## src/rtl/sdram_arbiter_rr.sv

```systemverilog
// Round-robin SDRAM port arbiter: exclusive loader phase, then fair bounded-burst sharing of ar_* between clients.
// Grant latency: 1 cycle (ARB -> ACCESS), one ARB bubble between accesses. Optional macro: ARB_PCM_PRIORITY_EN (client 0 wins every ARB).
module sdram_arbiter_rr #(
    parameter int NUM_CLIENTS = 4,
    parameter int ADDR_W      = 25,
    parameter int DATA_W      = 16,
    parameter int BE_W        = 2,
    parameter int MAX_BURST   = 8
) (
    input  logic                          clk,
    input  logic                          reset_n,
    input  logic [ADDR_W-1:0]             init_addr,
    input  logic                          init_we,
    input  logic [DATA_W-1:0]             init_wrdata,
    input  logic                          init_done,
    output logic                          init_ac,
    input  logic [NUM_CLIENTS-1:0]        cli_req,
    input  logic [NUM_CLIENTS-1:0]        cli_we,
    input  logic [NUM_CLIENTS*ADDR_W-1:0] cli_addr,
    input  logic [NUM_CLIENTS*BE_W-1:0]   cli_be,
    input  logic [NUM_CLIENTS*DATA_W-1:0] cli_wrdata,
    output logic [NUM_CLIENTS-1:0]        cli_ac,
    output logic [NUM_CLIENTS-1:0]        cli_wait,
    output logic [DATA_W-1:0]             cli_rddata,
    output logic                          grant_valid,
    output logic [2:0]                    grant_id,
    output logic [ADDR_W-1:0]             ar_addr,
    output logic [BE_W-1:0]               ar_be,
    output logic                          ar_read,
    output logic                          ar_write,
    output logic [DATA_W-1:0]             ar_wrdata,
    input  logic                          ar_ac,
    input  logic [DATA_W-1:0]             ar_rddata
);

    localparam int IDX_W = (NUM_CLIENTS > 1) ? $clog2(NUM_CLIENTS) : 1;
    localparam int CNT_W = $clog2(MAX_BURST + 1);
    localparam logic [CNT_W-1:0] BURST_MAX = CNT_W'(MAX_BURST);

    typedef enum logic [1:0] {
        ST_INIT   = 2'd0,
        ST_ARB    = 2'd1,
        ST_ACCESS = 2'd2
    } state_t;

    state_t             r_state;
    logic [IDX_W-1:0]   r_grant_id;
    logic               r_grant_valid;
    logic [CNT_W-1:0]   r_burst_cnt;
    logic [IDX_W-1:0]   r_last_id;

    state_t             w_state_nxt;
    logic [IDX_W-1:0]   w_grant_id_nxt;
    logic               w_grant_valid_nxt;
    logic [CNT_W-1:0]   w_burst_cnt_nxt;
    logic [IDX_W-1:0]   w_last_id_nxt;

    logic               w_rr_found;
    logic [IDX_W-1:0]   w_rr_id;
    logic [IDX_W-1:0]   w_win_id;
    logic [CNT_W-1:0]   w_win_cnt;
    logic [IDX_W-1:0]   w_win_last;
    logic               w_keep;

    logic               w_sel_req;
    logic               w_sel_we;
    logic [ADDR_W-1:0]  w_sel_addr;
    logic [BE_W-1:0]    w_sel_be;
    logic [DATA_W-1:0]  w_sel_wrdata;

    // Mux the granted client's request fields.
    always_comb begin
        w_sel_req    = 1'b0;
        w_sel_we     = 1'b0;
        w_sel_addr   = '0;
        w_sel_be     = '0;
        w_sel_wrdata = '0;
        for (int i = 0; i < NUM_CLIENTS; i++) begin
            if (r_grant_id == IDX_W'(i)) begin
                w_sel_req    = cli_req[i];
                w_sel_we     = cli_we[i];
                w_sel_addr   = cli_addr[i*ADDR_W +: ADDR_W];
                w_sel_be     = cli_be[i*BE_W +: BE_W];
                w_sel_wrdata = cli_wrdata[i*DATA_W +: DATA_W];
            end
        end
    end

    // Round-robin scan starting just after the last rotating winner.
    always_comb begin
        int v_target;
        v_target   = 0;
        w_rr_found = 1'b0;
        w_rr_id    = '0;
        for (int k = 1; k <= NUM_CLIENTS; k++) begin
            v_target = int'(r_last_id) + k;
            if (v_target >= NUM_CLIENTS) begin
                v_target = v_target - NUM_CLIENTS;
            end
            for (int i = 0; i < NUM_CLIENTS; i++) begin
                if (!w_rr_found && (i == v_target) && cli_req[i]) begin
                    w_rr_found = 1'b1;
                    w_rr_id    = IDX_W'(i);
                end
            end
        end
    end

    assign w_keep = r_grant_valid && w_sel_req && (r_burst_cnt < BURST_MAX);

    always_comb begin
        w_win_id   = w_rr_id;
        w_win_cnt  = '0;
        w_win_last = w_rr_id;
`ifdef ARB_PCM_PRIORITY_EN
        if (cli_req[0]) begin
            w_win_id   = '0;
            w_win_last = r_last_id;
            w_win_cnt  = (r_grant_valid && (r_grant_id == '0)) ? r_burst_cnt : '0;
        end else if (w_keep) begin
            w_win_id   = r_grant_id;
            w_win_cnt  = r_burst_cnt;
            w_win_last = r_last_id;
        end
`else
        if (w_keep) begin
            w_win_id   = r_grant_id;
            w_win_cnt  = r_burst_cnt;
            w_win_last = r_last_id;
        end
`endif
    end

    always_comb begin
        w_state_nxt       = r_state;
        w_grant_id_nxt    = r_grant_id;
        w_grant_valid_nxt = r_grant_valid;
        w_burst_cnt_nxt   = r_burst_cnt;
        w_last_id_nxt     = r_last_id;
        case (r_state)
            ST_INIT: begin
                if (init_done) begin
                    w_state_nxt = ST_ARB;
                end
            end
            ST_ARB: begin
                if (|cli_req) begin
                    w_grant_id_nxt    = w_win_id;
                    w_grant_valid_nxt = 1'b1;
                    w_burst_cnt_nxt   = w_win_cnt;
                    w_last_id_nxt     = w_win_last;
                    w_state_nxt       = ST_ACCESS;
                end else begin
                    w_grant_valid_nxt = 1'b0;
                end
            end
            ST_ACCESS: begin
                // A dropped request abandons the access without an ack.
                if (!w_sel_req) begin
                    w_state_nxt = ST_ARB;
                end else if (ar_ac) begin
                    w_state_nxt = ST_ARB;
                    if (r_burst_cnt != BURST_MAX) begin
                        w_burst_cnt_nxt = r_burst_cnt + 1'b1;
                    end
                end
            end
            default: begin
                w_state_nxt = ST_INIT;
            end
        endcase
    end

    always_ff @(posedge clk or negedge reset_n) begin
        if (!reset_n) begin
            r_state       <= ST_INIT;
            r_grant_id    <= '0;
            r_grant_valid <= 1'b0;
            r_burst_cnt   <= '0;
            r_last_id     <= IDX_W'(NUM_CLIENTS - 1);
        end else begin
            r_state       <= w_state_nxt;
            r_grant_id    <= w_grant_id_nxt;
            r_grant_valid <= w_grant_valid_nxt;
            r_burst_cnt   <= w_burst_cnt_nxt;
            r_last_id     <= w_last_id_nxt;
        end
    end

    // Outputs are gated by reset_n so nothing leaks to the controller while held in reset.
    always_comb begin
        ar_addr   = '0;
        ar_be     = '0;
        ar_read   = 1'b0;
        ar_write  = 1'b0;
        ar_wrdata = '0;
        init_ac   = 1'b0;
        cli_ac    = '0;
        cli_wait  = '1;
        if (reset_n) begin
            case (r_state)
                ST_INIT: begin
                    ar_addr   = init_addr;
                    ar_write  = init_we;
                    ar_be     = '1;
                    ar_wrdata = init_wrdata;
                    init_ac   = ar_ac;
                end
                ST_ACCESS: begin
                    ar_addr   = w_sel_addr;
                    ar_be     = w_sel_be;
                    ar_wrdata = w_sel_wrdata;
                    ar_read   = w_sel_req & ~w_sel_we;
                    ar_write  = w_sel_req & w_sel_we;
                    for (int i = 0; i < NUM_CLIENTS; i++) begin
                        if (r_grant_id == IDX_W'(i)) begin
                            cli_ac[i]   = w_sel_req & ar_ac;
                            cli_wait[i] = ~r_grant_valid;
                        end
                    end
                end
                default: begin
                end
            endcase
        end
    end

    assign cli_rddata  = ar_rddata;
    assign grant_valid = r_grant_valid;

    always_comb begin
        grant_id              = '0;
        grant_id[IDX_W-1:0]   = r_grant_id;
    end

endmodule

```

## config.mk

```make
export PLATFORM = sky130hd
export DESIGN_NAME = sdram_arbiter_rr
export DESIGN_NICKNAME = d
export VERILOG_FILES = /design/src/rtl/sdram_arbiter_rr.sv
export SDC_FILE = /design/constraint.sdc
export NUM_CORES = 1
export LEC_CHECK = 0
export BUFFER_PORTS_ARGS = -buffer_cell sky130_fd_sc_hd__buf_2
export CAP_MARGIN = 25
export CORE_AREA = 2 2 124 126
export DETAILED_ROUTE_END_ITERATION = 6
export DIE_AREA = 0 0 126 128
export PLACE_DENSITY_LB_ADDON = 0.12
export SLEW_MARGIN = 20
export SYNTH_ARGS = -nofsm -noshare
export SYNTH_HDL_FRONTEND = slang
export SYNTH_SLANG_ARGS = --single-unit
```

## constraint.sdc

```tcl
create_clock -name clk -period 3.4 [get_ports clk]
set_input_delay 0.17 -clock clk [delete_from_list [all_inputs] [get_ports clk]]
set_output_delay 0.17 -clock clk [all_outputs]
set_load 0.05 [all_outputs]
```

After elaboration in Yosys (flattened, before gate mapping):

Cells that the tools add are included.

* flip-flop bits (word level): 11
* input port bits: 242
* output and inout bits: 74
* logic and storage cells: 199

* $add $sub $neg: 9
* $lt $le $gt $ge: 5
* eq/ne operators: 25
* mux-type cells: 90
* bitwise operators: 6
* reduce and logical (&&, ||, !) cells: 59

Operators with widths (count)
* $eq 3x32->1 const A: 8
* $eq 2x32->1 const A: 4
* $logic_not 32->1: 4
* $mux 32: 4
* $mux 25: 5
* $mux 16: 5
* $pmux 25 s2: 1
* $mux 2: 23
* $mux 1: 38
* $mux 4: 9
* $logic_and 1x1->1: 33
* $pmux 16 s2: 1
* $logic_not 1->1: 15
* $ne 2x2->1 const B: 6
* $sub 3x3->4 const B: 3
* $ge 3x3->1 const B: 3
* $pmux 4 s2: 1
* $add 2x2->3 const B: 2
* $eq 2x2->1 const B: 3
* $pmux 2 s3: 1
* $reduce_and 3->1: 2
* $reduce_and 6->1: 1
* $sub 4x3->5 const B: 1
* $add 2x3->4 const B: 1
* other kinds (14): 20

Longest topological paths before layout:

Gate-level depths: netlist of the first run.

* word-level depth: 66
* gate-level depth with buffers: 6

Least setup slack after synthesis of the first run:

Ideal clock, no wire load.

* path kind: register -> output
* from: reg r_grant_id[0]
* to: out cli_ac[2]
* arrival: 2.538 ns
* data required time: 3.230 ns
* path slack: 0.692 ns
* stages on the path, launching flop included: 5
* path buffers: 1
* cell sequence: dfrtp_1 > buf_6 > mux4_2 > nand4_1 > nor3b_1

* cells in the longest elaborated chain, start to end: 9
* elaborated cells between the ends (all ways): 12
* those cells by class: eq/ne: 3; mux: 7; bitwise: 1; reduce/logical: 1

RTL lines
* start: declaration: RTL line 47 `logic [IDX_W-1:0] r_grant_id;`
* start signal: assignment: RTL line 183 `r_grant_id <= w_grant_id_nxt;`
* $logic_not 2->1: RTL line 79 `if (r_grant_id == IDX_W'(i)) begin`
* $mux 1 (4 in a row): RTL line 79
* $and 1x1->1: RTL line 217 `cli_ac[i] = w_sel_req & ar_ac;`
* $mux 1 (*): RTL line 216 `if (r_grant_id == IDX_W'(i)) begin`
* $mux 4 (*): RTL line 201 `case (r_state)`
* $mux 4 (*): RTL line 200 `if (reset_n) begin`
* end: declaration: RTL line 22 `output logic [NUM_CLIENTS-1:0] cli_ac,`

Mark *: on every way between the ends. The rest lies on a longest branch, timed or not.

Worst setup path after layout of the first run:

* from: reg r_grant_id[1]
* to: out cli_ac[2]

Same word-level chain as after synthesis.

==> flow_summary.toml, run 1 <==
[outcome]
status = "completed"

[clock_tree]
tritoncts = "built"
htree_levels = 1
postCtsSetupBuffers = 0
cts.repair.resized = 0
clock_latency_ns = 0.24
clock_sinks = 11
hold_buffers = 1
numCtsBuffers = 3
clock_path_buffers = 2
clk_pin_slew_ns = 0.05
clock-root-buffer = "clkbuf_16"

[setup_path]
path_max_fanout = 38
critPathLaunchType = "flop"
end_kind = "output port"
required_ns = 3.23
path_class = "reg2out"
ff2ff_setup_slack_ns = 1.46
critical_path_arrival_ns = 2.46

[place]
portBuffers = 282
dp_worst_setup_slack_ns = 0.9859
dp_hpwl_um = 9877
placed_area_mm2 = 0.004055
gp_congestion = 0.8130

[synthesis]
synth-seq-cells = 11
synth_most_common_cell = "nor2_1"
synth_flop_cell = "dfrtp_1"
synth_cell_types = 39
ys_seq_area_share_pct = 10.60
synth_top_cell_by_area = "mux4_2"
synth_area_leaders = "mux4_2, mux2i_1, dfrtp_1"
syn_nets = 501
synthTopCellsByCount = "nor2_1, mux2i_1, mux4_2, buf_4, buf_2"
netlist_area_mm2 = 0.002621
syn_avg_cell_area_um2 = 10.20
synth-edff-count = 0
synth_warnings = 0
synth_top_area_share_pct = 37.80
synthArstFlopShare_pct = 100.0
synth_cells = 257

[floorplanning]
chipWidth_um = 126
start_util_pct = 17.63
coreArea_mm2 = 0.01486
dieArea_mm2 = 0.01613
ioPinCount = 316
rows = 45
die_h_um = 128

[power_and_ir_drop]
p_int_uw = 1356
static-leakage-power_uw = 0.002107
p_seq_share_pct = 15.5
p_per_area_mw_per_mm2 = 704.6
p_sw_share_pct = 53.87
pwr-share-clk_pct = 7.5
net-switching-power_uw = 1583
ir_drop_mv = 0.5397
power_frac_comb_pct = 77.0

[sta]
layout_min_cycle_time_ns = 2.634
setup_violations = 0
worst_pin_slew_ns = 0.8905
rsz0062_at_grt = "false"
hold_viol_final = 0
slew_violations = 0
period_share_pct = 77.46
fin_setup_tns_ns = 0
max_freq_mhz = 379.7
finClkSkew_ns = 0.003811
max_slew_margin_pct = 40.63
fin_ws_ns = 0.7662

[routing]
viasPerCell = 4.485
dr.pass1.iters = 4
drc = 0
vias = 3126
postRouteAntennaNets = 0
avgRoutedWirePerCell_um = 17.08
drtIter0Drc = 113
detail_route.wirelength_um = 11910

[layout]
area_delta_synth_final_pct = 59.14
fin_area_mm2 = 0.004172
antenna_cells = 0
final_nets = 754
drive_gt1_share_pct = 67.19
final_core_util_pct = 28.06

[global_route]
grt_max_degree = 46
grt_pass1_vias = 3313
grt_antenna_before_repair = 1
track_usage_pct = 13.80
grt_pass1_wl_um = 18050
globalRouteOverflowTotal = 0

[hold_path]
hp-class = "in2reg"

[run]
max_cap_viol_count = 0
per-layer routing:
metal	vias to the layer above	routed length, µm	global-route usage [%]
met2	136	6242	25.36
met1	1509	4677	16.94
met4	2	94	2.327
li1	1463	-	-
met3	16	877	2.713
met5	-	13	0
area by class of cell:
cell class              count  area [µm²]
flip-flops and latches     11       284.0
clock buffers               4       78.83
multi-input cells         198        2052
well taps                 188       235.2
repair buffers            288        1491
inverters                   8       30.03
fillers                  1634       10690
stage by stage:
step | total power, µW | hold WS, ns | std cells
2_1_floorplan | 2271 | -0.1256 | 257
3_3_place_gp | 2711 | 0.07860 | 691
3_5_place_dp | 2736 | 0.08341 | 691
4_1_cts | 2965 | 0.2172 | 696
5_1_grt | 3153 | 0.2397 | 697
6_report | 2939 | 0.2174 | 697
cell usage in the layout (no fill, tap or decap), types with 3 or more instances in the layout:
cell type	count
buf_2	282
nor2_1	47
mux2i_1	46
mux4_2	44
inv_1	8
dfrtp_1	6
a21oi_1	5
nand3b_1	5
nor2b_1	4
nand3_1	4
o21ai_0	4
nand4_1	3
nor3_1	3
nand2_1	3
nand2b_1	3
clkbuf_16	3
buf_4	3
registers in the layout, summed over array words and instances (netlist names):
register / count
r_grant_id: 2
r_burst_cnt: 4
grant_valid: 1
r_last_id: 2
r_state: 2
power by group through the flow:
| stage | Clock [µW] | Sequential [µW] | Combinational [µW] |
|---|---|---|---|
| 2_1_floorplan | 0 | 271 | 2000 |
| 3_3_place_gp | 0 | 462 | 2250 |
| 3_5_place_dp | 0 | 469 | 2270 |
| 4_1_cts | 225 | 468 | 2270 |
| 5_1_grt | 233 | 497 | 2420 |
| 6_report | 221 | 457 | 2260 |
cell families after synthesis:
group                      share of synthesized area, %
buffers and inverters                             11.22
other                                            0.1431
adders and majority gates                        0.9545
AOI/OAI and AO/OA                                 4.582
DFF                                               10.60
and+or+nand+nor                                   15.47
xor gates and xnor gates                         0.6684
muxes                                             56.37
worst paths after layout:
path,from,to,cells past startpoint
max in group asynchronous,reset_n,r_last_id[1]$_DFFE_PN1P_,2
hold / removal,init_done,r_state[0]$_DFFE_PN0P_,3
hold reg to reg,r_last_id[0]$_DFFE_PN1P_,r_last_id[0]$_DFFE_PN1P_,2
min in group asynchronous,reset_n,grant_valid$_DFFE_PN0P_,2
setup / recovery,r_grant_id[1]$_DFFE_PN0P_,cli_ac[2],4
setup reg to reg,r_grant_id[1]$_DFFE_PN0P_,r_last_id[0]$_DFFE_PN1P_,4
critical path, stage by stage, from the launching register on:
cell	delay, ns
dfrtp_2	0.94
mux4_2	0.47
nand4_1	0.24
nor3b_1	0.27
buf_2	0.30
(Power assumes the default switching activity.)
==> inputs of run 2 (changes only) <==
--- a/config.mk
+++ b/config.mk
@@ -7,9 +7,9 @@
 export LEC_CHECK = 0
 export BUFFER_PORTS_ARGS = -buffer_cell sky130_fd_sc_hd__buf_2
 export CAP_MARGIN = 25
-export CORE_AREA = 2 2 124 126
+export CORE_AREA = 2 2 123 125
 export DETAILED_ROUTE_END_ITERATION = 6
-export DIE_AREA = 0 0 126 128
+export DIE_AREA = 0 0 125 127
 export PLACE_DENSITY_LB_ADDON = 0.12
 export SLEW_MARGIN = 20
 export SYNTH_ARGS = -nofsm -noshare
==> constraint.sdc (replaced) <==
create_clock -name clk -period 2.39 [get_ports clk]
set_input_delay 0.1195 -clock clk [delete_from_list [all_inputs] [get_ports clk]]
set_output_delay 0.1195 -clock clk [all_outputs]
set_load 0.05 [all_outputs]
==> run 2 against run 1 <==
Net effect: total power rose by 42%; highest routed layer is now met4; critical endpoint unchanged; sequential share of layout area barely moved; worst setup slack got worse by 0.48 ns; count of clock-buffer cells in the layout fell by 1; combinational power rose by 55%.
==> flow_summary.toml, run 2 (same netlist as run 1, synthesis figures left out) <==
[outcome]
status = "completed"

[setup_path]
critical_path_arrival_ns = 1.99
end_kind = "output port"
path_class = "in2out"
critPathMaxStageDelay_ns = 0.51
critPathLaunchType = "input port"
r2r_cells = 5
crit_slowest_cell = "dlygate4sd3_1"
cpMostUsedCell = "buf_2"
path_max_fanout = 13
required_ns = 2.27
path_cells = "dlygate4sd3_1 -> buf_2 -> nor2b_1 -> nand4_1 -> nor3b_2 -> buf_2"

[clock_tree]
postCtsSetupBuffers = 0
clock_latency_ns = 0.24
htree_levels = 1
clock_sinks = 11
clock-root-buffer = "clkbuf_16"
cts.repair.resized = 0
tritoncts = "built"
numCtsBuffers = 3
clock_path_buffers = 2
clk_pin_slew_ns = 0.04

[power_and_ir_drop]
ir_drop_mv = 0.5360
p_int_uw = 1957
pwr-share-clk_pct = 7.3
static-leakage-power_uw = 0.002121
p_per_area_mw_per_mm2 = 998.5
net-switching-power_uw = 2224
power_frac_comb_pct = 83.8
p_sw_share_pct = 53.19
p_seq_share_pct = 9.0

[layout]
final_common_cell = "buf_2"
fin_area_mm2 = 0.004188
final_cell_mix = "buf_2, nor2_1, mux2i_1"
area_delta_synth_final_pct = 59.76
top_register = "r_burst_cnt"
n_fill_cell = 1588
antenna_cells = 0
drive_gt1_share_pct = 67.77
final_nets = 757
largest_reg_flops = 4

[routing]
viasPerCell = 4.511
drc = 0
detail_route.wirelength_um = 11170
vias = 3140
postRouteAntennaNets = 0
avgRoutedWirePerCell_um = 16.05
dr.pass1.iters = 4
drtIter0Drc = 74

[floorplanning]
start_util_pct = 18.17
chipWidth_um = 125
ioPinCount = 316
coreArea_mm2 = 0.01442
die_h_um = 127
rows = 44
dieArea_mm2 = 0.01588

[global_route]
track_usage_pct = 13.15
met2_usage_pct = 25.96
globalRouteMet3Util_pct = 1.926
grt_pass1_vias = 3312
grt.busiest_layer = "met2"
grt_pass1_wl_um = 17120
grt_antenna_before_repair = 0
grt_max_degree = 35
grtUsageMet1_pct = 15.21
globalRouteOverflowTotal = 0

[sta]
fin_ws_ns = 0.2827
max_freq_mhz = 474.5
slew_violations = 0
hold_viol_final = 0
finClkSkew_ns = 0.0009285
rsz0062_at_grt = "false"
layout_min_cycle_time_ns = 2.107
setup_violations = 0
period_share_pct = 88.17

[place]
placed_area_mm2 = 0.004098
portBuffers = 282
dp_hpwl_um = 9625
gp_congestion = 0.9203
dp_worst_setup_slack_ns = 0.5320

[hold_path]
hold_depth = 3
hp-class = "in2reg"

[run]
max_cap_viol_count = 0
[run 2: worst max-delay path: cells and delay by family]
kind                   cells  cell delay (ns)
and+or+nand+nor            3             0.76
buffers and inverters      3             1.10
[run 2: routing by layer]
| layer | share of wire, % | vias to the layer above | wire length [µm] |
|---|---|---|---|
| met5 | 0 | - | 0 |
| met3 | 7.2 | 6 | 807 |
| li1 | - | 1473 | - |
| met2 | 55 | 147 | 6198 |
| met1 | 37 | 1514 | 4102 |
| met4 | 0.55 | 0 | 61 |
[run 2: per-stage QoR]
step | hold slack (ns) | cells | setup TNS [ns] | power, µW | utilization [%]
6_report | 0.1604 | 696 | 0 | 4181 | 29.03
5_1_grt | 0.1616 | 696 | 0 | 4504 | 29.03
4_1_cts | 0.1584 | 696 | 0 | 4263 | 29.03
3_5_place_dp | 0.03452 | 691 | 0 | 3939 | 28.41
3_3_place_gp | 0.02769 | 691 | 0 | 3926 | 28.41
2_1_floorplan | -0.1761 | 257 | -0.3601 | 3233 | -
[run 2: layout make-up]
| cell class | count | area [µm²] | share of cell area (%) |
|---|---|---|---|
| flip-flops and latches | 11 | 284.0 | 6.782 |
| multi-input cells | 198 | 2057 | 49.12 |
| repair buffers | 291 | 1506 | 35.97 |
| clock inverters | 1 | 5.005 | 0.1195 |
| inverters | 8 | 30.03 | 0.7171 |
| clock buffers | 3 | 75.07 | 1.793 |
| well taps | 184 | 230.2 | 5.497 |
[run 2: power groups by stage]
stage / Combinational [µW] / Sequential [µW] / Clock, µW
global placement: 3550 / 377 / 0
floorplan: 2850 / 385 / 0
finish: 3500 / 374 / 305
detailed placement: 3560 / 378 / 0
global route: 3780 / 393 / 332
CTS: 3570 / 375 / 316
[run 2: final timing paths]
check,from,slack (ns),to
worst min register to register,r_last_id[0]$_DFFE_PN1P_,0.49,r_last_id[0]$_DFFE_PN1P_
min in group asynchronous,reset_n,0.30,r_state[0]$_DFFE_PN0P_
worst max-delay path,reset_n,0.28,cli_ac[2]
worst max register to register,r_grant_id[0]$_DFFE_PN0P_,0.61,r_grant_id[0]$_DFFE_PN0P_
worst min-delay path,init_done,0.16,r_state[0]$_DFFE_PN0P_
max in group asynchronous,reset_n,1.80,r_last_id[1]$_DFFE_PN1P_
[run 2: timing repair]
item | CTS | global route
hold buffers | 1 | 0
setup endpoints to repair | 0 | 0
endpoints found under the hold margin | 9 | 0
==> inputs of run 3 (changes only) <==
--- a/config.mk
+++ b/config.mk
@@ -5,11 +5,12 @@
 export SDC_FILE = /design/constraint.sdc
 export NUM_CORES = 1
 export LEC_CHECK = 0
+export ABC_AREA = 1
 export BUFFER_PORTS_ARGS = -buffer_cell sky130_fd_sc_hd__buf_2
 export CAP_MARGIN = 25
-export CORE_AREA = 2 2 123 125
+export CORE_AREA = 2 2 122 124
 export DETAILED_ROUTE_END_ITERATION = 6
-export DIE_AREA = 0 0 125 127
+export DIE_AREA = 0 0 124 126
 export PLACE_DENSITY_LB_ADDON = 0.12
 export SLEW_MARGIN = 20
 export SYNTH_ARGS = -nofsm -noshare
==> constraint.sdc (replaced) <==
create_clock -name clk -period 2.4 [get_ports clk]
set_input_delay 0.12 -clock clk [delete_from_list [all_inputs] [get_ports clk]]
set_output_delay 0.12 -clock clk [all_outputs]
set_load 0.05 [all_outputs]
==> run 3 against run 2 <==
Net effect: routed wire length grew 47%; global-route usage grew 6.0 points; sequential share of layout area down 0.48 points; hold slack gained 0.080 ns; final cell count increased by 33%; critical path type is now reg2out; combinational power increased by 28%; sequential power grew 3%; clock skew rose by 0.0028 ns; sequential cell count stayed put; die area fell by 1.6%.
==> flow_summary.toml, run 3 <==
[sta]
finClkSkew_ns = 0.003742
hold_viol_final = 0
setup_violations = 0
fin_ws_ns = 0.1383
rsz0062_at_grt = "false"
max_freq_mhz = 442.2
max_slew_margin_pct = 66.53
fin_setup_tns_ns = 0
slew_violations = 0
layout_min_cycle_time_ns = 2.262
worst_pin_slew_ns = 0.4981
period_share_pct = 94.24

[global_route]
globalRouteOverflowTotal = 0
globalRouteMet3Util_pct = 3.125
track_usage_pct = 19.15
grtUsageMet1_pct = 23.10
grt_antenna_before_repair = 2
grt_pass1_wl_um = 23200
grt_pass1_vias = 4213
grt_max_degree = 52
met2_usage_pct = 34.71
grt.busiest_layer = "met2"

[synthesis]
synthArstFlopShare_pct = 100.0
synth_most_common_cell = "nand2_1"
synth_top_area_share_pct = 14.70
synth_area_leaders = "o21ai_0, nand2_1, nor2_1"
synth_top_cell_by_area = "o21ai_0"
synth-edff-count = 0
synthTopCellsByCount = "nand2_1, nor2_1, o21ai_0, nand3_1, clkbuf_1"
synth_cells = 481
synth_cell_types = 40
syn_avg_cell_area_um2 = 5.663
synth_warnings = 0
netlist_area_mm2 = 0.002724
ys_seq_area_share_pct = 10.20
synth-seq-cells = 11
synth_flop_cell = "dfrtp_1"
syn_nets = 725

[layout]
final_cell_mix = "buf_2, nand2_1, o21ai_0"
area_delta_synth_final_pct = 62.47
fin_area_mm2 = 0.004425
n_fill_cell = 1633
largest_reg_flops = 4
final_common_cell = "buf_2"
top_register = "r_burst_cnt"
final_core_util_pct = 30.92
final_nets = 982
drive_gt1_share_pct = 48.03

[setup_path]
end_kind = "output port"
critical_path_arrival_ns = 2.14
path_max_fanout = 9
critPathLaunchType = "flop"
path_class = "reg2out"
required_ns = 2.28

[floorplanning]
dieArea_mm2 = 0.01562
coreArea_mm2 = 0.01431
start_util_pct = 19.03
die_h_um = 126
chipWidth_um = 124
ioPinCount = 316
rows = 44

[power_and_ir_drop]
p_per_area_mw_per_mm2 = 1169
ir_drop_mv = 0.3957
static-leakage-power_uw = 0.002356

[routing]
vias = 4489
avgRoutedWirePerCell_um = 17.79
dr.pass1.iters = 5
detail_route.wirelength_um = 16420
postRouteAntennaNets = 0
drtIter0Drc = 384
viasPerCell = 4.863
drc = 0

[clock_tree]
clk_pin_slew_ns = 0.04
tritoncts = "built"
clock_latency_ns = 0.24
htree_levels = 1
clock_sinks = 11
clock-root-buffer = "clkbuf_16"
numCtsBuffers = 3
clock_path_buffers = 2

[place]
dp_worst_setup_slack_ns = 0.2372
portBuffers = 282
dp_hpwl_um = 13260
placed_area_mm2 = 0.004314
gp_congestion = 0.8991

[outcome]
status = "completed"

[hold_path]
hp-class = "in2out"

[run]
max_cap_viol_count = 0
run 3: cell types whose count changed after synthesis, sizes merged, moves of 20 or more:
cell / change
a2bb2oi: +23
inv: +20
mux2i: -46
mux4: -45
nand2: +87
nand3: +30
nor2: +48
o21ai: +79
run 3: report_power, final:
group          internal [µW]  switching, µW  total, µW
clock                    224           88.0        312
combinational           1440           3040       4480
sequential               274            111        386
run 3: worst max-delay path: stages (launching register included):
cell      delay (ns)
dfrtp_1         0.42
clkinv_1        0.12
nor2_2          0.24
inv_2           0.06
nor2_1          0.16
inv_2           0.13
nor2_1          0.18
nand2_1         0.17
nor2_1          0.14
buf_2           0.27
run 3: cell families (layout without fill, tap and decap cells):
group           count (synthesis)  in the layout  share of synthesized area, %
simple gates                  235            235                         38.86
fa+ha+maj                       2              2                        0.9185
buf+inv                        78            334                         13.83
flops                          11             11                         10.20
compound gates                153            153                         35.74
xor+xnor                        1              1                        0.3216
other cells                     1              3                        0.1377
run 3: layout make-up:
cell class	instances	area (µm²)	share of cell area, %
diodes	2	5.005	0.1131
clock buffers	4	78.83	1.781
inverters	29	120.1	2.714
multi-input cells	392	2133	48.20
flip-flops and latches	11	279.0	6.305
well taps	184	230.2	5.202
repair buffers	301	1579	35.68
run 3: metrics by stage:
| step | total power [µW] | instances | hold WS (ns) |
|---|---|---|---|
| after global routing | 5608 | 923 | 0.2401 |
| after detailed placement | 4839 | 916 | 0.1134 |
| final | 5173 | 923 | 0.2400 |
| after global placement | 4818 | 916 | 0.1035 |
| after floorplan | 3708 | 481 | -0.1756 |
| after CTS | 5170 | 921 | 0.2403 |
run 3: repair_timing:
action	4_1_cts	5_1_grt
endpoints found under the setup margin	2	13
hold buffers	1	0
endpoints found under the hold margin	9	0
setup buffers	0	0
gates resized for setup	2	4
run 3: per-layer routing:
| metal | vias up | part of all wire [%] |
|---|---|---|
| met3 | 30 | 7.6 |
| li1 | 2180 | - |
| met4 | 0 | 2.3 |
| met5 | - | 0 |
| met1 | 2065 | 39 |
| met2 | 214 | 51 |
run 3: final timing paths:
check                                                   to  cells after the start                       from  slack, ns
worst max-delay path                             cli_ac[1]                      9     r_state[1]$_DFFE_PN0P_       0.14
worst min-delay path                         cli_rddata[3]                      0               ar_rddata[3]       0.24
worst max register to register  r_burst_cnt[2]$_DFFE_PN0P_                     11  r_grant_id[1]$_DFFE_PN0P_       0.40
worst min register to register    r_last_id[0]$_DFFE_PN1P_                      2   r_last_id[0]$_DFFE_PN1P_       0.51
max in group asynchronous         r_last_id[1]$_DFFE_PN1P_                      3                    reset_n       1.78
min in group asynchronous           r_state[1]$_DFFE_PN0P_                      3                    reset_n       0.38
